File: src/rtl/encoder_16_4_req.sv
// encoder_16_4_req: turns 16 active-low request lines back into a 4-bit index.
// Falling edges on req_n latch into pending bits. The lowest pending index is
// presented on a valid/ready handshake, and its bit is cleared on acceptance.
// Optional build macro ENCODER_16_4_REQ_OVERFLOW_DETECT_EN enables the sticky
// drop flag, which records events merged into an already-pending bit.
module encoder_16_4_req #(
  parameter int N      = 16,
  parameter int CODE_W = 4
) (
  input  logic              clk,
  input  logic              reset_n,
  input  logic              en,
  input  logic [N-1:0]      req_n,
  output logic [CODE_W-1:0] code,
  output logic              valid,
  input  logic              ready,
  output logic [N-1:0]      pending,
  output logic              drop
);

  typedef enum logic {IDLE, PRESENT} state_t;

  state_t              state;
  state_t              state_next;
  logic [CODE_W-1:0]   code_next;
  logic [N-1:0]        req_q;
  logic [N-1:0]        fall;
  logic [N-1:0]        set;
  logic [N-1:0]        clr;
  logic [N-1:0]        cand;
  logic                hs;

  // Lowest set index wins; returns 0 for an empty vector.
  function automatic logic [CODE_W-1:0] prio(input logic [N-1:0] vec);
    logic [CODE_W-1:0] idx;
    idx = '0;
    for (int i = N - 1; i >= 0; i--) begin
      if (vec[i]) idx = CODE_W'(i);
    end
    return idx;
  endfunction

  // Edge detect, capture gating, and the next-cycle pending vector.
  always_comb begin
    fall = req_q & ~req_n;
    set  = en ? fall : '0;
    hs   = (state == PRESENT) && ready;
    clr  = hs ? ({{(N-1){1'b0}}, 1'b1} << code) : '0;
    cand = (pending & ~clr) | set;
  end

  // State, code, pending and previous-request registers.
  always_ff @(posedge clk or negedge reset_n) begin
    if (!reset_n) begin
      state   <= IDLE;
      code    <= '0;
      pending <= '0;
      req_q   <= '1;
    end else begin
      state   <= state_next;
      code    <= code_next;
      pending <= cand;
      req_q   <= req_n;
    end
  end

  // Next-state and next-code selection; a presented code is never pre-empted.
  always_comb begin
    state_next = state;
    code_next  = code;
    case (state)
      IDLE: begin
        if (pending != '0) begin
          code_next  = prio(pending);
          state_next = PRESENT;
        end
      end
      PRESENT: begin
        if (hs) begin
          if (cand != '0) begin
            code_next  = prio(cand);
            state_next = PRESENT;
          end else begin
            state_next = IDLE;
          end
        end
      end
      default: state_next = IDLE;
    endcase
  end

  // Handshake valid follows the state directly.
  always_comb begin
    valid = (state == PRESENT);
  end

`ifdef ENCODER_16_4_REQ_OVERFLOW_DETECT_EN
  // Sticky flag for a fall landing on a bit that stays pending this cycle.
  always_ff @(posedge clk or negedge reset_n) begin
    if (!reset_n) begin
      drop <= 1'b0;
    end else if ((set & pending & ~clr) != '0) begin
      drop <= 1'b1;
    end
  end
`else
  assign drop = 1'b0;
`endif

endmodule
File: config.mk
export PLATFORM = sky130hd
export DESIGN_NAME = encoder_16_4_req
export DESIGN_NICKNAME = d
export VERILOG_FILES = /design/src/rtl/encoder_16_4_req.sv
export SDC_FILE = /design/constraint.sdc
export NUM_CORES = 1
export LEC_CHECK = 0
export ABC_AREA = 1
export CORE_ASPECT_RATIO = 1.5
export CORE_UTILIZATION = 45
export CTS_CLUSTER_SIZE = 12
export DETAILED_ROUTE_END_ITERATION = 16
export PLACE_DENSITY = 0.79
export SYNTH_ARGS = -nofsm -noshare
export SYNTH_HDL_FRONTEND = slang
export SYNTH_SLANG_ARGS = --single-unit
File: constraint.sdc
create_clock -name clk -period 1.93 [get_ports clk]
set_input_delay 0.386 -clock clk [delete_from_list [all_inputs] [get_ports clk]]
set_output_delay 0.386 -clock clk [all_outputs]
set_load 0.05 [all_outputs]
==> results.tsv <==
metric	value	unit
initial antenna violation count	0	
dpl ws	-0.629	ns
DR DRC count	0	
Starting Density	47.3	%
Die Y	81.4	um
Least-Margin Pin Slew	0.578	ns
Final #Nets	323	
Avg Cell Area, Syn	8.67	um^2
CP max-delay cell	dfrtp_2	
synth cell count leaders	inv_1, nand2_1, nor2_1	
P&R area growth vs syn	51.5	%
cell type with the highest aggregate area in the netlist	dfrtp_1	
Final Skew	0.00272	ns
post-route ant nets	0	
CTS tree	built	
max cap viols	0	
CTS HTree Levels	2	
count leader, synth	inv_1	
RSZ-0062 raised after global routing	true	
most common flop cell mapped by yosys	dfrtp_1	
Critical Path End Type	flip-flop	
share of cells above drive strength 1	43.1	%
clk_lat worst skew	0.30	ns
critical path class	flip-flop to flip-flop	
post-synthesis instance total	218	
Arrival @ worst endpoint	2.34	ns
worst-path cell chain	buf_12 -> nor3_4 -> a21oi_1 -> a31oi_1 -> inv_1 -> nor2_4 -> nand4_2 -> o211ai_4 -> nand2_1 -> inv_1 -> a21oi_2	
total number of yosys warnings	0	
peak supply drop	790	uV
post-layout minimum cycle time	2.15	ns
failing checks	setup timing	
final core occ	71.7	%
sequential area share after synthesis	50.0	%
Post-synth ARST share	100	%
Leak Pwr	1.30	nW
Fill cells	307	
die width	54.9	um
top post-synthesis cells by area	dfrtp_1, dfstp_2, inv_1, nand2_1, nor2_1	
vias in the first global route	1753	
FF+latch count, synth	37	
most frequent cell on the critical path	inv_1	
FMAX	465	MHz
crit path max fanout	8	
WL final	5150	um
Post-synth EDFFs	0	
Final Max Tran Viols	0	
footprint of the multi-input gates	855	um^2
Hold Slack	0.450	ns
largest net degree at the start of global routing	38	
Routed WL per cell	14.8	um
# setup viols final	4	
share of the synthesized area in the top cell type	27.8	%
Final WS setup	-0.221	ns
hold-fix buffers at CTS	0	
Ports	42	
CP peak stage delay	0.43	ns
Max Buffers Root-to-Sink	2	
worst min-delay path class	input pin to asynchronous set/reset pin	
library cells used by synthesis	36	
Iter 0 DRT Violations	62	
All-Layer GR Usage	25.9	%
worst rel slew slack	61.1	%
CTS Buf Count	5	
crit-path leading delay family	simple AND/OR/NAND/NOR gates	
post-DP HPWL	3560	um
via/cell ratio	5.21	
die footprint	0.00447	mm^2
Core Region	0.00399	mm^2
Startpoint Class	flip-flop	
Port Buffer Count	40	
Pre-Repair DR Iteration Count	4	
gp weighted congestion	0.991	
Mapped Nets	238	
global-route wire length before repair	7940	um
root buf cell	clkbuf_8	
Clock Sinks	37	
post-synthesis cell area	0.00189	mm^2
status	finished, violations left	
Reg clk slew, reported paths	0.07	ns
final hold violations	0	
FF+latch area	955	um^2
Power Total	0.00283	W
antenna fix cells	0	
Final period util	111	%
Overflow after GRT	0	
setup tns final	-0.767	ns
vias	1819	
crit path buf inv count	3	
Rows	28	
PwrDens	990	mW/mm^2
CP required	2.12	ns
## cell families (layout without fill, tap and decap cells)
family	after synthesis	count (layout)	synth area share, %
AND/OR/NAND/NOR	91	91	23.6
AO/OA/AOI/OAI	38	38	15.4
flip-flops	37	37	50.0
other	1	1	0.198
buffers and inverters	51	137	10.8
## routing by layer
metal | part of all wire [%] | track usage (%) | up-vias
li1 | - | - | 872
met1 | 37 | 28.9 | 865
met2 | 54 | 44.2 | 64
met3 | 4.7 | 5.81 | 18
met4 | 3.6 | 13.3 | 0
met5 | 0 | 0 | -
## per-stage QoR
stage,std cells,area [um^2]
6_report,349,2860
5_1_grt,349,2860
3_3_place_gp,326,2520
3_5_place_dp,326,2520
4_1_cts,346,2800
2_1_floorplan,218,1920
## where the power goes
group	total, W	switching, W	internal (W)	leakage [nW]
Combinational	0.00111	0.000662	0.000446	0.866
Clock	0.000706	0.000285	0.000421	0.0585
Sequential	0.00102	0.000132	0.000889	0.380
Total	0.00283	0.00108	0.00176	1.30
## worst reg2reg max path: cells and delay by family (launching register included)
| kind | cells | cell delay [ns] |
|---|---|---|
| AO/OA/AOI/OAI | 4 | 0.61 |
| buffers and inverters | 3 | 0.34 |
| flip-flops | 1 | 0.43 |
| AND/OR/NAND/NOR | 4 | 0.64 |
## sequential cells by signal, indices dropped and copies added (netlist names)
name	count
code	4
valid	1
req_q	16
pending	16
## path summary, 6_finish.rpt
kind / cells after the start / slack, ns / startpoint / to
min in group clk: 1 / 0.51 / req_n[3] / req_q[3]
max in group asynchronous: 2 / 1.22 / reset_n / req_q[1]
setup reg to reg: 11 / -0.22 / code[2] / code[0]
setup / recovery: 11 / -0.22 / code[2] / code[0]
hold / removal: 2 / 0.45 / reset_n / pending[10]
hold reg to reg: 2 / 0.58 / pending[0] / pending[0]
## placed cells by master, fill, tap and decap left out, types with 2 or more instances in the layout
cell,instances
buf_4,55
inv_1,40
nand2_1,34
clkdlybuf4s50_1,21
nor2_1,19
dfrtp_1,16
dfstp_2,16
a21oi_1,11
nand2_2,6
inv_2,6
clkbuf_8,6
nor3_4,5
nor2_4,5
nor2_2,5
a32oi_2,5
a31oi_1,4
nand3_1,4
dfrtp_2,4
nor3b_1,3
a32oi_1,2
o21ai_1,2
nor3_1,2
or2_2,2
o31ai_1,2
o21ai_0,2
buf_12,2
buf_6,2
## repair_timing
| action | CTS | global route |
|---|---|---|
| setup endpoints to repair | 5 | 5 |
| setup buffers | 12 | 4 |
| pin swaps | 12 | 12 |
| resized for setup | 17 | 11 |
## area by class of cell
| cell class | count | share of cell area, % |
|---|---|---|
| clock buffer | 7 | 3.01 |
| timing repair buffer | 81 | 24.2 |
| inverter | 48 | 6.55 |
| clock inverter | 1 | 1.05 |
| sequential | 37 | 33.3 |
| tap | 45 | 1.97 |
| multi-input combinational | 130 | 29.8 |
Note: power is estimated with default switching activity, not from simulation.
